==> config.mk <==
export PLATFORM = sky130hd
export DESIGN_NAME = timer_unit
export DESIGN_NICKNAME = d
export VERILOG_FILES = /design/src/rtl/timer_pkg.sv /design/src/rtl/timer_prescaler.sv /design/src/rtl/timer_unit.sv
export SDC_FILE = /design/constraint.sdc
export NUM_CORES = 1
export LEC_CHECK = 0
export ABC_AREA = 1
export CAP_MARGIN = 20
export CELL_PAD_IN_SITES_DETAIL_PLACEMENT = 0
export CELL_PAD_IN_SITES_GLOBAL_PLACEMENT = 1
export CORE_MARGIN = 10
export CORE_UTILIZATION = 43
export CTS_CLUSTER_DIAMETER = 30
export DETAILED_ROUTE_END_ITERATION = 8
export PLACE_DENSITY = 0.93
export SETUP_SLACK_MARGIN = 0.3
export SLEW_MARGIN = 20
export SYNTH_ARGS = -nofsm -noshare
export SYNTH_HDL_FRONTEND = slang
export SYNTH_SLANG_ARGS = --single-unit
==> constraint.sdc <==
create_clock -name clk -period 2.73 [get_ports clk]
set_input_delay 0.273 -clock clk [delete_from_list [all_inputs] [get_ports clk]]
set_output_delay 0.273 -clock clk [all_outputs]
set_load 0.02 [all_outputs]
==> src/rtl/timer_pkg.sv <==
// timer_pkg: shared constants for the timer block.
//   - Word indices of the memory-mapped registers (byte offset >> 2).
//   - Bit positions inside CTRL and STATUS.
//   - word_index(): converts a byte address into a register word index.
package timer_pkg;

  // Register word indices (byte offsets 0x00, 0x04, 0x08, 0x0C, 0x10)
  localparam logic [2:0] OFF_CTRL     = 3'd0;
  localparam logic [2:0] OFF_COUNT    = 3'd1;
  localparam logic [2:0] OFF_COMPARE  = 3'd2;
  localparam logic [2:0] OFF_STATUS   = 3'd3;
  localparam logic [2:0] OFF_PRESCALE = 3'd4;

  // CTRL bit positions
  localparam int CTRL_EN          = 0;
  localparam int CTRL_AUTO_RELOAD = 1;
  localparam int CTRL_IRQ_EN      = 2;

  // STATUS bit positions
  localparam int STATUS_MATCH = 0;

  // Byte address to word index; the two low address bits are don't-care
  function automatic logic [2:0] word_index(input logic [4:0] byte_addr);
    return byte_addr[4:2];
  endfunction

endpackage

==> src/rtl/timer_prescaler.sv <==
// timer_prescaler: divides the clock into count ticks.
//   clk      in   system clock
//   rst_n    in   asynchronous active-low reset
//   en       in   prescaler runs while high; counter held at 0 while low
//   clr      in   restart the division period (pcnt back to 0)
//   prescale in   divide value; a tick occurs every prescale+1 enabled cycles
//   tick     out  high in the cycle whose rising edge advances COUNT
module timer_prescaler #(
  parameter int PRESCALE_W = 8
) (
  input  logic                  clk,
  input  logic                  rst_n,
  input  logic                  en,
  input  logic                  clr,
  input  logic [PRESCALE_W-1:0] prescale,
  output logic                  tick
);

  logic [PRESCALE_W-1:0] r_pcnt;

  // Tick is decoded from registered state only (pcnt and the PRESCALE
  // register), so it must be visible in the same cycle the COUNT update uses it.
  assign tick = en & (r_pcnt == prescale);

  // Prescale counter: restarts on disable, software restart or period end
  always_ff @(posedge clk or negedge rst_n) begin
    if (!rst_n) begin
      r_pcnt <= '0;
    end else if (!en || clr || tick) begin
      r_pcnt <= '0;
    end else begin
      r_pcnt <= r_pcnt + PRESCALE_W'(1);
    end
  end

endmodule

==> src/rtl/timer_unit.sv <==
// timer_unit: memory-mapped 32-bit timer with compare match and interrupt.
//   clk              in   system clock
//   rst_n            in   asynchronous active-low reset
//   cs_timer_n       in   active-low chip select
//   we               in   write strobe (qualified by cs_timer_n low)
//   addr[4:0]        in   byte address inside the timer window
//   wdata[31:0]      in   full-word write data
//   read_data_timer  out  combinational read data (0 when not reading)
//   irq_timer        out  registered level interrupt (MATCH & IRQ_EN)
// Registers: 0x00 CTRL, 0x04 COUNT, 0x08 COMPARE, 0x0C STATUS, 0x10 PRESCALE.
// PRESCALE_W is expected to be in the range 1..32.
module timer_unit #(
  parameter logic [31:0] COMPARE_RST = 32'hFFFF_FFFF,
  parameter int          PRESCALE_W  = 8
) (
  input  logic        clk,
  input  logic        rst_n,
  input  logic        cs_timer_n,
  input  logic        we,
  input  logic [4:0]  addr,
  input  logic [31:0] wdata,
  output logic [31:0] read_data_timer,
  output logic        irq_timer
);

  import timer_pkg::*;

  logic [2:0]            r_ctrl;
  logic [31:0]           r_count;
  logic [31:0]           r_compare;
  logic                  r_match;
  logic [PRESCALE_W-1:0] r_prescale;
  logic                  r_irq;

  logic                  w_wr;
  logic                  w_rd;
  logic [2:0]            w_idx;
  logic                  w_tick;
  logic                  w_hit;
  logic                  w_pcnt_clr;
  logic [2:0]            w_ctrl_nxt;
  logic [31:0]           w_count_nxt;
  logic [31:0]           w_compare_nxt;
  logic                  w_match_nxt;
  logic [PRESCALE_W-1:0] w_prescale_nxt;
  logic [31:0]           w_rdata;
  logic                  w_unused_addr;

  assign w_wr          = ~cs_timer_n & we;
  assign w_rd          = ~cs_timer_n & ~we;
  assign w_idx         = word_index(addr);
  assign w_unused_addr = ^addr[1:0];

  // Reprogramming the divider or the control word restarts the period
  assign w_pcnt_clr = w_wr & ((w_idx == OFF_CTRL) | (w_idx == OFF_PRESCALE));
  assign w_hit      = w_tick & (r_count == r_compare);

  timer_prescaler #(
    .PRESCALE_W (PRESCALE_W)
  ) u_prescaler (
    .clk      (clk),
    .rst_n    (rst_n),
    .en       (r_ctrl[CTRL_EN]),
    .clr      (w_pcnt_clr),
    .prescale (r_prescale),
    .tick     (w_tick)
  );

  // Next-state for all software-visible registers
  always_comb begin
    w_ctrl_nxt     = r_ctrl;
    w_count_nxt    = r_count;
    w_compare_nxt  = r_compare;
    w_match_nxt    = r_match;
    w_prescale_nxt = r_prescale;

    if (w_wr && (w_idx == OFF_CTRL)) begin
      w_ctrl_nxt = wdata[2:0];
    end else begin
      w_ctrl_nxt = r_ctrl;
    end

    // A software COUNT write wins over a tick in the same cycle
    if (w_wr && (w_idx == OFF_COUNT)) begin
      w_count_nxt = wdata;
    end else if (w_tick) begin
      if (w_hit && r_ctrl[CTRL_AUTO_RELOAD]) begin
        w_count_nxt = 32'd0;
      end else begin
        w_count_nxt = r_count + 32'd1;
      end
    end else begin
      w_count_nxt = r_count;
    end

    if (w_wr && (w_idx == OFF_COMPARE)) begin
      w_compare_nxt = wdata;
    end else begin
      w_compare_nxt = r_compare;
    end

    // A new match wins over a write-1-to-clear in the same cycle
    if (w_hit) begin
      w_match_nxt = 1'b1;
    end else if (w_wr && (w_idx == OFF_STATUS) && wdata[STATUS_MATCH]) begin
      w_match_nxt = 1'b0;
    end else begin
      w_match_nxt = r_match;
    end

    if (w_wr && (w_idx == OFF_PRESCALE)) begin
      w_prescale_nxt = wdata[PRESCALE_W-1:0];
    end else begin
      w_prescale_nxt = r_prescale;
    end
  end

  // Register bank; the interrupt flop tracks MATCH & IRQ_EN cycle for cycle
  always_ff @(posedge clk or negedge rst_n) begin
    if (!rst_n) begin
      r_ctrl     <= 3'd0;
      r_count    <= 32'd0;
      r_compare  <= COMPARE_RST;
      r_match    <= 1'b0;
      r_prescale <= '0;
      r_irq      <= 1'b0;
    end else begin
      r_ctrl     <= w_ctrl_nxt;
      r_count    <= w_count_nxt;
      r_compare  <= w_compare_nxt;
      r_match    <= w_match_nxt;
      r_prescale <= w_prescale_nxt;
      r_irq      <= w_match_nxt & w_ctrl_nxt[CTRL_IRQ_EN];
    end
  end

  // Same-cycle read mux; returns 0 unless a read is in progress
  always_comb begin
    w_rdata = 32'd0;
    if (w_rd) begin
      case (w_idx)
        OFF_CTRL:     w_rdata[2:0] = r_ctrl;
        OFF_COUNT:    w_rdata = r_count;
        OFF_COMPARE:  w_rdata = r_compare;
        OFF_STATUS:   w_rdata[STATUS_MATCH] = r_match;
        OFF_PRESCALE: w_rdata[PRESCALE_W-1:0] = r_prescale;
        default:      w_rdata = 32'd0;
      endcase
    end else begin
      w_rdata = 32'd0;
    end
  end

  assign read_data_timer = w_rdata;
  assign irq_timer       = r_irq;

endmodule

Word-level counts from Yosys, hierarchy flattened
Cells that the tools add are included.

Reduce and logical (&&, ||, !) cells: 12. Eq/ne operators: 6. Multiplexer cells: 12. Bitwise operators: 9. $add $sub $neg: 2.

Operators by type and width (number): $mux 32 (4); $pmux 24 s2 (1); $add 32x1->32 const B (1); $eq 32x32->1 (1); $pmux 5 s3 (1); $add 8x1->8 const B (1); $eq 8x8->1 (1); $mux 8 (1); $pmux 2 s4 (1); $logic_and 1x1->1 (7); $and 1x1->1 (6); $eq 3x2->1 const B (2); $pmux 1 s5 (1); $eq 3x1->1 const B (1); $eq 3x3->1 const B (1); $logic_not 3->1 (1); $mux 3 (1); $logic_or 1x1->1 (2); $mux 1 (2); $not 1->1 (2); $reduce_bool 2->1 (1); $logic_not 1->1 (1); $or 1x1->1 (1).

Output and inout bits: 33. Flip-flop bits (word level): 85. Input bits: 41. Logic and storage cells: 49.

Longest topological paths before layout
Gate-level depths: netlist of run 1.

Depth in word-level cells: 7. Mapped depth: 13. Mapped depth without buffers: 11.

By module
A second synthesis of run 1 with hierarchy kept.

Cell total of the unflattened synthesis: 856. Area total of the unflattened synthesis: 6053.3 um^2.

By module, submodules not included: timer_unit (seq. area each 1966.9 um^2, area an instance 5484.0 um^2, cells each 769, instances 1); timer_prescaler (seq. area each 200.2 um^2, area an instance 569.3 um^2, cells each 87, instances 1).

Worst setup path before layout of run 1
Ideal clock, no wire load.

Kind: in2out. Start: input port addr[4]. End: output port read_data_timer[21]. Path buffers: 2. Arrival time: 1.489 ns. Required time: 2.457 ns. Path slack: 0.968 ns. Cell stages on the path: 7. Cell sequence: inv_1 -> nand3_1 -> inv_1 -> clkbuf_1 -> buf_2 -> nand2_1 -> a21oi_1.

Cells in the longest elaborated chain, start to end: 3. Elaborated cells between the ends (all ways): 4.

Ends and longest elaborated chain: start, declared (line timer_unit.sv:20) `input logic [4:0] addr,`; $eq 3x2->1 / $eq 3x1->1 (equally long branches) (line timer_unit.sv:141) `case (w_idx)`; $pmux 24 s2 * (line timer_unit.sv:141); $mux 32 * (line timer_unit.sv:140) `if (w_rd) begin`; end, declared (line timer_unit.sv:22) `output logic [31:0] read_data_timer,`.

Every way passes the cells marked *; elsewhere a longest branch is shown, timed or not.

Final worst setup path of run 1
Start: input port addr[4]. End: output port read_data_timer[2].

Cells in the longest elaborated chain, start to end: 3. Elaborated cells between the ends (all ways): 6.

Ends and longest elaborated chain (line): $eq 3x3->1, or another cell as far along (timer_unit.sv:141); $pmux 2 s4 * (timer_unit.sv:141); $mux 32 * (timer_unit.sv:140).

Marked as above.

==> flow_metrics.py, run 1 <==
metrics = {
    "run_status": {
        "status": "completed",
    },
    "worst_setup_path": {
        "cp_max_fo": 30,
        "critPathSlowestCell": "clkdlybuf4s50_1",
        "slowest_delay_ps": 550,
        "crit_top_cell": "inv_1",
        "critPathKind": "in2out",
        "crit_path_start": "addr[4]",
        "setup.worst_path.end_class": "primary output",
        "rr_startpoint": "r_count[0]",
        "worstPathRequired_ps": 2460,
        "critPathLaunchType": "input port",
        "worstPathArrival_ps": 2080,
        "crit_path_cell_trace": "clkdlybuf4s50_1 > inv_1 > nand3_1 > inv_1 > buf_12 > a221oi_1 > nor2_1 > dlygate4sd2_1",
        "critPathBufInv": 5,
        "critical-path-top-delay-family": "buffers and inverters",
    },
    "sta": {
        "whs_ps": 341,
        "fin_crit_sh_pct": 86.4,
        "skew_ps": 6.42,
        "slew_headroom_pct": 66.7,
        "setup_tns_ps": 0,
        "worst_pin_slew_ps": 496,
        "slew_violations": 0,
        "setup_viol": 0,
        "finalHoldViolations": 0,
        "min_period_ps": 2360,
        "fmax_mhz": 424,
        "rsz0062_at_grt": "true",
    },
    "cts": {
        "tritoncts": "built",
        "clk_path_buf_depth": 2,
        "cts_sinks": 85,
        "cts_buffers": 9,
        "clk_root_buffer_cell": "clkbuf_16",
        "htree_levels": 3,
        "worstSkewPairLatency_ps": 350,
        "clk_pin_slew_worst_paths_ps": 60,
    },
    "die": {
        "core_area_sq_um": 13300,
        "die_w_um": 137,
        "die_area_sq_um": 18700,
        "initial_core_util_pct": 44.2,
        "pin_count": 74,
        "num_rows": 42,
        "dieHeight_um": 137,
    },
    "layout": {
        "fillerInstances": 1354,
        "drive_above_1_share_pct": 9.74,
        "finish.utilization_pct": 53.5,
        "final_cells": 1110,
        "antenna_cells": 0,
        "area_growth_pct": 21.1,
        "nNetsFinal": 972,
        "stdcell_area_sq_um": 7110,
    },
    "global_route": {
        "grt_max_degree": 68,
        "gr-total-overflow": 0,
        "antenna_found_initial": 0,
        "grt_usage_pct": 18.7,
        "grt_pass1_wl_mm": 27.7,
        "first_global_vias": 5357,
    },
    "drt": {
        "antenna_left": 0,
        "wl_per_cell_um": 15.5,
        "totalWireLength_mm": 17.3,
        "drt_iter0_markers": 558,
        "vias": 5617,
        "wl_met1_mm": 8.18,
        "drcViolationCount": 0,
        "firstDrtPassIters": 5,
        "highest_layer": "met4",
        "met3_wirelength_mm": 1.01,
        "vias_per_cell": 5.06,
        "dr_wl_met2_mm": 7.80,
    },
    "synth": {
        "avgSynthCellArea_sq_um": 6.81,
        "synth_most_common_cell": "nand2_1",
        "syn-num-nets": 905,
        "synth_seq_area_share_pct": 36.9,
        "syn-cell-area_sq_um": 5870,
        "synth-edff-count": 0,
        "synth_common_cells": "260 x nand2_1, 120 x inv_1, 85 x nor2_1",
        "synth.distinct_cells": 39,
        "synth_top_area_share_pct": 22.6,
        "yosys_register_bits": 85,
        "synthArstFlopShare_pct": 100,
        "synthTopCellsByArea": "dfrtp_1 23%, nand2_1 17%, dfstp_2 14%",
        "synth_ff_type": "dfrtp_1",
        "yosysTopAreaCell": "dfrtp_1",
        "synthCells": 862,
        "ys_warn_count": 0,
    },
    "place": {
        "gp_congestion": 0.852,
        "port_buffers": 71,
        "place_hpwl_mm": 12.5,
        "dpl_cell_area_sq_um": 6840,
        "place_inst": 1093,
    },
    "power_and_ir_drop": {
        "power.density_nw_per_um2": 751,
        "ir_drop_v": 0.000308,
        "power.leakage_nw": 3.39,
    },
    "job": {
        "cap_violations": 0,
    },
    "worst_hold_path": {
        "hp-class": "in2async",
    },
}
cell type report:
class / instances / area [sq um] / share of cell area, %
Timing Repair Buffer: 91 / 896 / 12.6
Tap cell: 176 / 220 / 3.10
Multi-Input combinational cell: 618 / 3070 / 43.2
Sequential cell: 85 / 2170 / 30.5
Clock buffer: 12 / 246 / 3.47
Clock inverter: 4 / 47.5 / 0.669
Inverter: 124 / 465 / 6.54
metal layers:
metal / GRT usage [%] / up-vias
li1: - / 2855
met1: 25.5 / 2564
met2: 28.7 / 178
met3: 3.78 / 20
met4: 6.44 / 0
met5: 0 / -
logic make-up after synthesis:
| logic type | Yosys count | share of synthesized area (%) |
|---|---|---|
| flip-flops | 85 | 36.9 |
| buffers and inverters | 159 | 11.0 |
| adder cells (fa/ha/maj) | 2 | 0.426 |
| multiplexers | 6 | 1.15 |
| XOR/XNOR | 42 | 6.27 |
| AND/OR/NAND/NOR | 462 | 33.9 |
| AO/OA/AOI/OAI | 106 | 10.4 |
state kept, by name, summed over array words and instances, names as in the netlist:
signal / flops
r_prescale: 8
r_match: 1
r_ctrl: 3
u_prescaler.r_pcnt: 8
irq_timer: 1
r_compare: 32
r_count: 32
what timing repair did:
action                     CTS  global route
setup endpoints to repair   32             3
hold buffers                 1             0
setup buffers                0             0
hold endpoints to repair     4             0
gates resized for setup     32             2
through the flow:
stage	setup slack, ps	power (W)
floorplan	968	0.00352
global placement	165	0.00405
detailed placement	125	0.00410
CTS	336	0.00534
global route	280	0.00573
finish	372	0.00534
placed cells by master (no fill, tap or decap), types with 3 or more instances in the layout:
| cell | n |
|---|---|
| inv_1 | 120 |
| dfrtp_1 | 53 |
| nand4_1 | 12 |
| a21oi_1 | 37 |
| o22ai_1 | 21 |
| xor2_1 | 24 |
| nor2_1 | 84 |
| nand2_1 | 259 |
| buf_12 | 6 |
| nor3b_1 | 3 |
| buf_4 | 14 |
| dlygate4sd2_1 | 32 |
| and3_1 | 3 |
| xnor2_1 | 18 |
| nand3b_1 | 7 |
| dfstp_2 | 32 |
| mux2_2 | 6 |
| o21ai_0 | 37 |
| clkbuf_16 | 9 |
| inv_2 | 3 |
| clkdlybuf4s50_1 | 38 |
| nor3_1 | 14 |
| o22ai_2 | 4 |
| nand3_1 | 63 |
worst paths after layout:
kind | endpoint | slack, ps | cells past startpoint
max | read_data_timer[2] | 370 | 8
min | r_count[9] | 340 | 2
max reg2reg | r_count[20] | 530 | 10
min reg2reg | r_compare[12] | 500 | 2
max in group asynchronous | r_compare[31] | 1700 | 3
min in group clk | r_compare[23] | 490 | 3
report_power, final:
group          internal, W  switching, W  leakage, nW  total (W)
Combinational     0.000774       0.00114         2.24    0.00191
Sequential         0.00170      0.000495         1.00    0.00219
Clock             0.000732      0.000507        0.143    0.00124
Total              0.00321       0.00214         3.39    0.00534
Note: power is estimated with default switching activity, not from simulation.
==> run 2, diff against run 1 <==
Settings changed: CORE_ASPECT_RATIO set to 1.75, MAX_ROUTING_LAYER set to met4.
==> run 2 against run 1 <==
First-iteration DRC count decreased by 37%. Sequential power about the same. Setup slack gained 32 ps. Maximum frequency is 1.4% higher. Register-to-register slack lost 80 ps.
==> flow_metrics.py, run 2 (synthesis results as in run 1) <==
metrics = {
    "job": {
        "cap_violations": 0,
    },
    "die": {
        "core_area_sq_um": 13400,
        "initial_core_util_pct": 43.9,
        "num_rows": 56,
        "pin_count": 74,
        "die_w_um": 108,
        "dieHeight_um": 175,
        "die_area_sq_um": 18900,
    },
    "cts": {
        "tritoncts": "built",
        "htree_levels": 3,
        "clk_root_buffer_cell": "clkbuf_16",
        "clk_path_buf_depth": 2,
        "worstSkewPairLatency_ps": 350,
        "clk_pin_slew_worst_paths_ps": 70,
        "cts_sinks": 85,
        "cts_buffers": 9,
    },
    "layout": {
        "drive_above_1_share_pct": 10.4,
        "layout_common_cells": "259 x nand2_1, 120 x inv_1, 85 x nor2_1",
        "layout_commonest_cell": "nand2_1",
        "antenna_cells": 0,
        "final_cells": 1113,
        "nNetsFinal": 977,
        "fillerInstances": 1335,
        "seqCellArea_sq_um": 2170,
        "largest_registers": "r_compare x32, r_count x32",
        "area_growth_pct": 23.0,
        "multi_input_area_sq_um": 3070,
    },
    "drt": {
        "vias": 5765,
        "vias_per_cell": 5.18,
        "totalWireLength_mm": 18.6,
        "wl_per_cell_um": 16.7,
        "antenna_left": 0,
        "drt_iter0_markers": 350,
        "firstDrtPassIters": 5,
        "drcViolationCount": 0,
    },
    "place": {
        "port_buffers": 71,
        "place_inst": 1094,
        "gp_congestion": 0.920,
        "place_hpwl_mm": 13.7,
    },
    "sta": {
        "slew_headroom_pct": 57.4,
        "worst_pin_slew_ps": 634,
        "rsz0062_at_grt": "false",
        "slew_violations": 0,
        "fmax_mhz": 430,
        "whs_ps": 453,
        "setup_viol": 0,
        "min_period_ps": 2330,
        "setup_tns_ps": 0,
        "skew_ps": 8.22,
        "finalHoldViolations": 0,
        "fin_crit_sh_pct": 85.2,
    },
    "run_status": {
        "status": "completed",
    },
    "worst_setup_path": {
        "slowest_delay_ps": 520,
        "critPathSlowestCell": "clkdlybuf4s50_1",
        "critPathBufInv": 6,
        "setup.worst_path.end_class": "primary output",
        "cp_max_fo": 14,
        "critPathLaunchType": "input port",
        "critPathKind": "in2out",
        "worstPathArrival_ps": 2050,
        "crit_path_cell_trace": "clkdlybuf4s50_1 > inv_1 > nor3_4 > buf_12 > inv_2 > o211ai_1 > nand2_1 > inv_1 > dlygate4sd2_1",
        "critical-path-top-delay-family": "buffers and inverters",
        "crit_top_cell": "inv_1",
        "worstPathRequired_ps": 2460,
    },
    "power_and_ir_drop": {
        "power.leakage_nw": 3.58,
        "ir_drop_v": 0.000346,
        "power.density_nw_per_um2": 771,
    },
    "global_route": {
        "first_global_vias": 5897,
        "grt_pass1_wl_mm": 30.3,
        "gr-total-overflow": 0,
        "grt_usage_pct": 20.7,
        "grt_max_degree": 39,
        "antenna_found_initial": 0,
    },
    "worst_hold_path": {
        "hp-class": "in2async",
    },
}
run 2: changes by cell type in the layout (fill, tap and decap cells not counted), moves of 2 or more:
cell            before  now
dlygate4sd2_1       32   17
bufinv_16            1    3
clkbuf_2             0    2
buf_12               6    4
buf_4               14   20
dlymetal6s2s_1       0   12
run 2: what timing repair did:
item / CTS / global route
buffers inserted: 0 / 1
pin swaps: 0 / 1
resized for setup: 20 / 18
setup endpoints to repair: 20 / 16
hold buffers: 1 / 0
endpoints found under the hold margin: 24 / 0
gates cloned: 0 / 1
run 2: layer usage:
metal	part of all wire, %	track usage (%)	up-vias
met5	0	-	-
met4	3.9	9.27	0
met3	4.5	3.06	45
met2	54	37.4	187
met1	37	21.3	2669
li1	-	-	2864
run 2: final cells by class:
type                    instances  share of cell area (%)
repair buffers                 96                    13.4
multi-input cells             618                    42.5
well taps                     174                    3.01
inverters                     124                    6.44
clock buffers                  10                    3.17
clock inverters                 6                    1.54
flip-flops and latches         85                    30.0
run 2: final timing paths:
kind                            slack (ps)    startpoint            endpoint  depth (start not counted)
worst min register to register         500  r_compare[8]        r_compare[8]                          2
max in group asynchronous             1580         rst_n       r_compare[12]                          3
worst max register to register         450    r_count[0]         r_count[30]                         10
worst min-delay path                   450         rst_n       r_prescale[6]                          2
min in group clk                       470     wdata[23]       r_compare[23]                          3
worst max-delay path                   400       addr[2]  read_data_timer[4]                          9
run 2: worst reg2reg max path, stage by stage (launching register included):
cell and delay, ps:
dfrtp_1 450, ha_1 220, nand2_1 120, nor3_1 360, nand2_1 140, nor2_1 340, nand2_1 150, o21ai_0 210
nor2_1 70, nand3_1 70, nand2_1 50
run 2: power by group:
part           switching [W]  internal (W)  total (W)
Sequential          0.000496       0.00170    0.00219
Combinational        0.00116      0.000778    0.00194
Clock               0.000538      0.000895    0.00143
run 2: metrics by stage:
step                utilization (%)  total power (W)  area [sq um]  setup WS [ps]
floorplan                         -          0.00352          5870            968
global route                   54.0          0.00595          7220            313
detailed placement             51.1          0.00413          6830            172
finish                         54.0          0.00557          7220            405
global placement               51.1          0.00410          6830            162
CTS                            53.5          0.00556          7160            301
